### src/rtl/prio_scan_encoder.sv
// Priority scan encoder: captures a request vector and emits the index of each set bit, LSB first, one beat per cycle.
// Optional feature macro PSE_ZERO_BEAT_EN: an accepted all-zero vector yields one beat flagged on out_zero.

module prio_scan_encoder #(
  parameter int unsigned N = 8
) (
  input  logic                 clk,
  input  logic                 rst_n,
  input  logic [N-1:0]         in_vec,
  input  logic                 in_valid,
  output logic                 in_ready,
  output logic [$clog2(N)-1:0] out_idx,
  output logic                 out_last,
  output logic                 out_valid,
`ifdef PSE_ZERO_BEAT_EN
  output logic                 out_zero,
`endif
  input  logic                 out_ready
);

  localparam int unsigned W = $clog2(N);

  typedef enum logic [0:0] {
    IDLE = 1'b0,
    SCAN = 1'b1
  } state_t;

  state_t         state;
  logic [N-1:0]   pending;

  logic           accept;
  logic           handshake;
  logic           load;
  logic [N-1:0]   pending_nxt;
  logic           valid_nxt;
  logic [W-1:0]   idx_nxt;
  logic           last_nxt;
`ifdef PSE_ZERO_BEAT_EN
  logic           zero_nxt;
`endif

  // Index of the lowest set bit; zero for an empty vector.
  function automatic logic [W-1:0] lsb_idx(input logic [N-1:0] v);
    logic [W-1:0] idx;
    idx = '0;
    for (int i = N - 1; i >= 0; i--) begin
      if (v[i]) idx = W'(i);
    end
    return idx;
  endfunction

  // True when exactly one bit is set.
  function automatic logic single_bit(input logic [N-1:0] v);
    return (v != '0) && ((v & (v - N'(1))) == '0);
  endfunction

  // A new vector may enter while idle, or on the handshake of the final beat.
  assign in_ready = (state == IDLE) || (out_valid && out_ready && out_last);

  // Next pending vector and the beat it will present; outputs are registered from these.
  always_comb begin
    accept      = in_valid && in_ready;
    handshake   = out_valid && out_ready;
    load        = accept || handshake;
    pending_nxt = pending;
    if (accept) begin
      pending_nxt = in_vec;
    end else if (handshake) begin
      pending_nxt = pending & (pending - N'(1));
    end
    valid_nxt = |pending_nxt;
    idx_nxt   = lsb_idx(pending_nxt);
    last_nxt  = single_bit(pending_nxt);
`ifdef PSE_ZERO_BEAT_EN
    zero_nxt = 1'b0;
    if (accept && (in_vec == '0)) begin
      valid_nxt = 1'b1;
      last_nxt  = 1'b1;
      zero_nxt  = 1'b1;
    end
`endif
  end

  // Beat registers update only on accept or handshake, so a stalled beat holds.
  always_ff @(posedge clk or negedge rst_n) begin
    if (!rst_n) begin
      state     <= IDLE;
      pending   <= '0;
      out_valid <= 1'b0;
      out_idx   <= '0;
      out_last  <= 1'b0;
`ifdef PSE_ZERO_BEAT_EN
      out_zero  <= 1'b0;
`endif
    end else begin
      pending <= pending_nxt;
      if (load) begin
        state     <= valid_nxt ? SCAN : IDLE;
        out_valid <= valid_nxt;
        out_idx   <= idx_nxt;
        out_last  <= last_nxt;
`ifdef PSE_ZERO_BEAT_EN
        out_zero  <= zero_nxt;
`endif
      end
    end
  end

endmodule

### config.mk
export PLATFORM = sky130hd
export DESIGN_NAME = prio_scan_encoder
export DESIGN_NICKNAME = d
export VERILOG_FILES = /design/src/rtl/prio_scan_encoder.sv
export SDC_FILE = /design/constraint.sdc
export NUM_CORES = 1
export LEC_CHECK = 0
export BUFFER_PORTS_ARGS = -buffer_cell sky130_fd_sc_hd__buf_2
export CORE_UTILIZATION = 53
export CTS_CLUSTER_DIAMETER = 120
export CTS_CLUSTER_SIZE = 20
export DETAILED_ROUTE_END_ITERATION = 6
export HOLD_SLACK_MARGIN = 0.1
export PLACE_DENSITY = 0.74
export SLEW_MARGIN = 15
export SYNTH_ARGS = -nofsm -noshare
export SYNTH_HDL_FRONTEND = slang
export SYNTH_SLANG_ARGS = --single-unit
### constraint.sdc
create_clock -name clk -period 2.4 [get_ports clk]
set_clock_uncertainty 0.05 [all_clocks]
set_input_delay 0.72 -clock clk [delete_from_list [all_inputs] [get_ports clk]]
set_output_delay 0.72 -clock clk [all_outputs]
set_load 0.05 [all_outputs]
Word-level counts from Yosys, hierarchy flattened
Index checks and enable logic that the tools add are counted.
Widths: inputs -> output; s select.
{"block": "word_totals", "register_bits": 14, "latch_bits": 0, "ramBits": 0, "mem_bits_ro": 0, "out_inout_bits": 6, "memories": 0}
{"block": "classes", "addsub": 2, "multipliers": 0, "div_mod_pow": 0, "magnitude_cmp": 0, "eq_ne": 0, "n_shift": 0, "mux": 11, "n_bitwise": 3, "reduce_logical": 9}
{"cell": "$mux 3", "n": 8}
{"cell": "$and 8x8->8", "n": 2}
{"cell": "$mux 8", "n": 2}
{"cell": "$sub 8x1->8 const B", "n": 2}
{"cell": "$logic_not 8->1", "n": 1}
{"cell": "$reduce_bool 8->1", "n": 1}
{"cell": "$reduce_or 8->1", "n": 1}
{"cell": "$logic_and 1x1->1", "n": 4}
{"cell": "$logic_or 1x1->1", "n": 2}
{"cell": "$mux 1", "n": 1}
{"cell": "$not 1->1", "n": 1}

Longest topological paths before layout
{"block": "logic_depth", "depth_word": 13, "mapped_depth": 8}

Worst setup path before layout
Ideal clock, no wire load.
{"block": "synth_timing", "path_kind": "reg2reg", "start": "register out_valid", "end": "register out_last", "arrival_time_ns": 2.127, "slack_ns": 0.080, "path_stages_with_launch": 8, "period_less_slack_ns": 2.320, "cell_sequence": "dfrtp_1 a21bo_2 nand2_2 mux2_2 o21ai_0 o21ai_0 a31oi_1 o31ai_2"}
{"block": "synth_between", "elab_chain_cells": 9, "word_cells_on_any_way": 12, "classes_between": "1 x add/sub; 2 x mux; 1 x bitwise; 8 x reduce/logical"}
{"element": "start, declared", "line_no": "14", "text": "output logic out_valid,"}
{"element": "start signal, assigned", "line_no": "99", "text": "out_valid <= valid_nxt;"}
{"element": "$logic_and 1x1->1 (*) (2 in a row)", "line_no": "58", "text": "assign in_ready = (state == IDLE) || (out_valid && out_ready && out_last);"}
{"element": "$logic_or 1x1->1 (*)", "line_no": "58"}
{"element": "via in_ready", "line_no": "11", "text": "output logic in_ready,"}
{"element": "$logic_and 1x1->1 (*)", "line_no": "62", "text": "accept = in_valid && in_ready;"}
{"element": "$mux 8", "line_no": "66", "text": "if (accept) begin"}
{"element": "$sub 8x1->8", "line_no": "54", "text": "return (v != '0) && ((v & (v - N'(1))) == '0);"}
{"element": "$and 8x8->8", "line_no": "54"}
{"element": "$logic_not 8->1", "line_no": "54"}
{"element": "$logic_and 1x1->1", "line_no": "54"}
{"element": "end signal, assigned", "line_no": "101", "text": "out_last <= last_nxt;"}
{"element": "end, declared", "line_no": "13", "text": "output logic out_last,"}
Mark *: on every way through the listed nets, which the timed path passes. The rest lies on a longest branch.
A chain may end at the register's enable or synchronous reset.

Worst setup path after layout
{"block": "layout_timing", "start": "register pending[1]", "end": "register out_last"}
{"block": "layout_between", "elab_chain_cells": 8, "word_cells_on_any_way": 9, "classes_between": "2 x add/sub; 2 x mux; 2 x bitwise; 3 x reduce/logical"}
{"element": "start, declared", "line_no": "29", "text": "logic [N-1:0] pending;"}
{"element": "start signal, assigned", "line_no": "96", "text": "pending <= pending_nxt;"}
{"element": "$sub 8x1->8", "line_no": "69", "text": "pending_nxt = pending & (pending - N'(1));"}
{"element": "$and 8x8->8", "line_no": "69"}
{"element": "$mux 8 (*)", "line_no": "68", "text": "end else if (handshake) begin"}
{"element": "$mux 8 (*)", "line_no": "66"}
{"element": "$sub 8x1->8", "line_no": "54"}
{"element": "$and 8x8->8", "line_no": "54"}
{"element": "$logic_not 8->1", "line_no": "54"}
{"element": "$logic_and 1x1->1 (*)", "line_no": "54"}
Mark *: on every way between the ends. The rest lies on a longest branch, timed or not.

==> report_table.html <==
<table>
<tr><th>Metric</th><th>Value</th></tr>
<tr><th colspan="2">Clock network</th></tr>
<tr><td>Number of H-tree levels</td><td>1</td></tr>
<tr><td>Number of gates given a new drive strength after cts</td><td>0</td></tr>
<tr><td>Number of sinks on the clock net</td><td>13</td></tr>
<tr><td>Clock latency of the later-clocked register in the worst-skew pair</td><td>0.28 ns</td></tr>
<tr><td>Number of buffers added to fix hold violations after cts</td><td>0</td></tr>
<tr><td>Clock root cell</td><td>sky130_fd_sc_hd__clkbuf_4</td></tr>
<tr><td>Post-CTS clock slew at the launch and capture registers of the worst setup and hold paths</td><td>0.08 ns</td></tr>
<tr><td>Max clock buf depth</td><td>2</td></tr>
<tr><td>CTS tree</td><td>built</td></tr>
<tr><td>Post-CTS Setup Inserts</td><td>0</td></tr>
<tr><td>Number of buffers added by the clock tree synthesis step</td><td>3</td></tr>
<tr><th colspan="2">Worst setup path</th></tr>
<tr><td>Crit path required time</td><td>2.54 ns</td></tr>
<tr><td>Critical path buffer and inverter count</td><td>0</td></tr>
<tr><td>Critical-path cell list</td><td>nand4bb_1, or2_1, a31oi_1, o21ai_0, o21ai_0, a31oi_1, o31ai_2</td></tr>
<tr><td>Worst setup path endpoint</td><td>out_last</td></tr>
<tr><td>Length in cells of the worst reg-to-reg path</td><td>7</td></tr>
<tr><td>Maximum cell stage delay along the critical path</td><td>0.47 ns</td></tr>
<tr><td>Levels on crit path</td><td>7</td></tr>
<tr><td>Critical register-to-register path endpoint</td><td>out_last</td></tr>
<tr><td>Crit Path Class</td><td>reg2reg</td></tr>
<tr><td>Worst endpoint data arrival time</td><td>2.26 ns</td></tr>
<tr><td>Flop-to-flop setup slack</td><td>0.29 ns</td></tr>
<tr><td>Critical path peak fanout</td><td>8</td></tr>
<tr><td>Startpoint of the most critical setup path</td><td>pending[1]</td></tr>
<tr><td>Startpoint of the worst register-to-register path</td><td>pending[1]</td></tr>
<tr><td>Element type at the critical path start</td><td>flop</td></tr>
<tr><td>Category of the worst setup path capture point</td><td>flop</td></tr>
<tr><td>Critical-path cell with the highest stage delay</td><td>sky130_fd_sc_hd__dfrtp_1</td></tr>
<tr><td>Kind of cell adding the most delay to the critical path</td><td>compound AO/OA/AOI/OAI gates</td></tr>
<tr><th colspan="2">Placement</th></tr>
<tr><td>Post-DP Area</td><td>998 sq um</td></tr>
<tr><td>Post-Place Worst Slack</td><td>0.0412 ns</td></tr>
<tr><td># placed instances</td><td>136</td></tr>
<tr><td>Total of buffers placed on input and output ports</td><td>17</td></tr>
<tr><td>GP Congestion</td><td>0.954</td></tr>
<tr><td>Final HPWL DP</td><td>1660 um</td></tr>
<tr><th colspan="2">Drt</th></tr>
<tr><td>Wirelength per Cell</td><td>15.7 um</td></tr>
<tr><td>Post-route antenna net violation count</td><td>0</td></tr>
<tr><td>Number of vias after detailed routing</td><td>864</td></tr>
<tr><td>DR DRC count</td><td>0</td></tr>
<tr><td>Iter 0 DRT Violations</td><td>29</td></tr>
<tr><td>Final WL</td><td>2200 um</td></tr>
<tr><td>Drt first pass iters</td><td>4</td></tr>
<tr><td>Ratio of routed vias to standard cells</td><td>6.17</td></tr>
<tr><th colspan="2">Run</th></tr>
<tr><td>Number of maximum-capacitance violations</td><td>0</td></tr>
<tr><th colspan="2">Finish</th></tr>
<tr><td>Antenna fix cells</td><td>0</td></tr>
<tr><td>Number of fill cells in the layout</td><td>133</td></tr>
<tr><td>Most frequent standard cell in the layout excluding fill and tap cells</td><td>sky130_fd_sc_hd__buf_2</td></tr>
<tr><td>Area Overhead vs Synth</td><td>16.2%</td></tr>
<tr><td>Non-filler instance count after layout</td><td>140</td></tr>
<tr><td>Most frequent cells in the layout</td><td>sky130_fd_sc_hd__buf_2 (17), sky130_fd_sc_hd__dfrtp_1 (13), sky130_fd_sc_hd__nand2_1 (12), sky130_fd_sc_hd__inv_1 (9), sky130_fd_sc_hd__a21oi_1 (8)</td></tr>
<tr><td>Post-Route Utilization</td><td>0.672</td></tr>
<tr><td>Ratio of cells with drive above 1 in the final layout</td><td>0.306</td></tr>
<tr><td>Total area of multi-input combinational cells</td><td>497 sq um</td></tr>
<tr><td>Net total in the final layout</td><td>137</td></tr>
<tr><td>Total non-filler cell area in the finished layout</td><td>0.00102 sq mm</td></tr>
<tr><td>Seq. cell area</td><td>325 sq um</td></tr>
<tr><th colspan="2">Yosys</th></tr>
<tr><td>Post-synthesis sequential area ratio</td><td>0.369</td></tr>
<tr><td>Syn. warnings</td><td>0</td></tr>
<tr><td>Count of cell types in the netlist</td><td>39</td></tr>
<tr><td>Multiplexer area fraction after synthesis</td><td>0.0539</td></tr>
<tr><td>Basic-gate share of the synthesized area counting and, or, nand and nor cells</td><td>0.200</td></tr>
<tr><td>Net count after synthesis</td><td>113</td></tr>
<tr><td>Main combinational cell family by area after synthesis</td><td>compound AO/OA/AOI/OAI gates</td></tr>
<tr><td>Fraction of the mapped netlist area in adder cells</td><td>0.0128</td></tr>
<tr><td>Post-synthesis compound-gate area fraction</td><td>0.296</td></tr>
<tr><td>Count of mapped cells out of synthesis</td><td>101</td></tr>
<tr><td>Number of flip-flops and latches in the synthesized netlist</td><td>13</td></tr>
<tr><td>Syn Std Cell Area</td><td>882 sq um</td></tr>
<tr><td>Mean instance size in the synthesized netlist</td><td>8.73 sq um</td></tr>
<tr><td>Post-synthesis share of cell area spent on xor and xnor gates</td><td>0</td></tr>
<tr><th colspan="2">Die</th></tr>
<tr><td>Initial cell density of the core</td><td>0.579</td></tr>
<tr><td>DIE WIDTH</td><td>42.8 um</td></tr>
<tr><td>Die extent in y</td><td>42.8 um</td></tr>
<tr><td>Top-level I/O count</td><td>18</td></tr>
<tr><td>Cell row count</td><td>14</td></tr>
<tr><td>Area of the die</td><td>0.00183 sq mm</td></tr>
<tr><td>Core Footprint</td><td>0.00152 sq mm</td></tr>
<tr><th colspan="2">Global routing</th></tr>
<tr><td>Number of global-route vias before repair</td><td>821</td></tr>
<tr><td>Wire length of the first global-routing pass</td><td>3680 um</td></tr>
<tr><td>Global Route Usage Sum</td><td>0.274</td></tr>
<tr><td>Antenna violations before repair</td><td>0</td></tr>
<tr><td>Sum of overflow across all layers after global routing</td><td>0</td></tr>
<tr><td>Maximum number of pins on one net before global-route repair</td><td>14</td></tr>
<tr><th colspan="2">Status</th></tr>
<tr><td>Outcome</td><td>finished clean</td></tr>
<tr><th colspan="2">Pwr</th></tr>
<tr><td>Overall power after layout</td><td>1.49 mW</td></tr>
<tr><td>Max IR drop VDD</td><td>987 uV</td></tr>
<tr><td>Cell Pwr Density</td><td>1450 mW/mm^2</td></tr>
<tr><td>Leakage power figure</td><td>0.496 nW</td></tr>
<tr><th colspan="2">Timing</th></tr>
<tr><td>Final count of negative-setup-slack endpoints</td><td>0</td></tr>
<tr><td>Setup repair after global routing missed its margin</td><td>no</td></tr>
<tr><td>Final-layout worst hold slack</td><td>0.264 ns</td></tr>
<tr><td>Max-slew violations</td><td>0</td></tr>
<tr><td>Count of final hold-check violations</td><td>0</td></tr>
<tr><td>Post-route clock period utilization</td><td>0.881</td></tr>
<tr><td>Minimum setup slack in the final design</td><td>0.286 ns</td></tr>
<tr><td>Max Fclk</td><td>473 MHz</td></tr>
<tr><td>Final min period</td><td>2.11 ns</td></tr>
<tr><td>Setup total negative slack</td><td>0 ns</td></tr>
<tr><td>Tightest slew margin relative to the limit</td><td>0.756</td></tr>
<tr><td>Least-Margin Pin Slew</td><td>0.363 ns</td></tr>
<tr><th colspan="2">Worst hold path</th></tr>
<tr><td>Type of the tightest min-delay check</td><td>in2async</td></tr>
</table>
-- worst min-delay path by stage --
stage	startpoint	end	cells past startpoint	slack [ns]
CTS	rst_n	pending[5]	1	0.27
floorplan	rst_n	out_idx[0]	0	0.37
global placement	out_idx[1]	out_idx[1]	2	0.42
global route	rst_n	pending[5]	1	0.28
finish	rst_n	pending[3]	1	0.26
detailed placement	out_idx[1]	out_idx[1]	2	0.43
-- Yosys cell counts --
library cell	count	area, sq um
sky130_fd_sc_hd__a211oi_1	1	7.51
sky130_fd_sc_hd__a21bo_2	1	10.0
sky130_fd_sc_hd__a21boi_0	1	7.51
sky130_fd_sc_hd__a21oi_1	8	40.0
sky130_fd_sc_hd__a21oi_2	2	17.5
sky130_fd_sc_hd__a22o_1	2	17.5
sky130_fd_sc_hd__a22o_2	1	10.0
sky130_fd_sc_hd__a22oi_1	3	22.5
sky130_fd_sc_hd__a31oi_1	3	18.8
sky130_fd_sc_hd__and2_1	1	6.26
sky130_fd_sc_hd__and2_4	1	8.76
sky130_fd_sc_hd__and3_1	1	6.26
sky130_fd_sc_hd__and3b_1	1	8.76
sky130_fd_sc_hd__buf_6	2	22.5
sky130_fd_sc_hd__clkbuf_1	1	3.75
sky130_fd_sc_hd__dfrtp_1	13	325
sky130_fd_sc_hd__inv_1	9	33.8
sky130_fd_sc_hd__maj3_2	1	11.3
sky130_fd_sc_hd__mux2_2	2	22.5
sky130_fd_sc_hd__mux2_4	1	15.0
sky130_fd_sc_hd__mux2i_1	1	10.0
sky130_fd_sc_hd__nand2_1	12	45.0
sky130_fd_sc_hd__nand2_2	1	6.26
sky130_fd_sc_hd__nand3_1	2	10.0
sky130_fd_sc_hd__nand4_1	1	6.26
sky130_fd_sc_hd__nand4bb_1	1	11.3
sky130_fd_sc_hd__nor2_1	5	18.8
sky130_fd_sc_hd__nor2b_1	1	6.26
sky130_fd_sc_hd__nor3_1	3	15.0
sky130_fd_sc_hd__nor4_2	1	12.5
sky130_fd_sc_hd__nor4b_1	1	8.76
sky130_fd_sc_hd__o21ai_0	7	35.0
sky130_fd_sc_hd__o21ai_1	1	5.00
sky130_fd_sc_hd__o221ai_1	1	8.76
sky130_fd_sc_hd__o22ai_1	2	12.5
sky130_fd_sc_hd__o31a_1	1	8.76
sky130_fd_sc_hd__o31ai_1	2	15.0
sky130_fd_sc_hd__o31ai_2	2	25.0
sky130_fd_sc_hd__or2_1	1	6.26
-- per-layer routing --
metal  share of wire  track usage  wire (um)
met1            0.44        0.379        971
met2            0.48        0.433       1060
met3           0.059       0.0426        130
met5               0            0          0
met4           0.018       0.0938         40
-- power by group --
| part | internal [mW] | switching, mW |
|---|---|---|
| logic | 0.357 | 0.577 |
| clock network | 0.0646 | 0.0757 |
| registers | 0.312 | 0.101 |
| total | 0.734 | 0.753 |
-- logic make-up after synthesis --
| logic type | Yosys count |
|---|---|
| AO/OA/AOI/OAI | 38 |
| AND/OR/NAND/NOR | 33 |
| flip-flops | 13 |
| buffers and inverters | 12 |
| multiplexers | 4 |
| adder cells (fa/ha/maj) | 1 |
-- registers in the layout (all words and copies together) (netlist names) --
signal     cells
out_idx        3
out_last       1
out_valid      1
pending        8
-- layout make-up --
cell class | count | area share
Multi-Input combinational cell | 76 | 0.485
Sequential cell | 13 | 0.317
Timing Repair Buffer | 22 | 0.120
Inverter | 9 | 0.0330
Clock buffer | 4 | 0.0256
Tap cell | 16 | 0.0195
No activity file was read; power rests on OpenSTA's default activity.
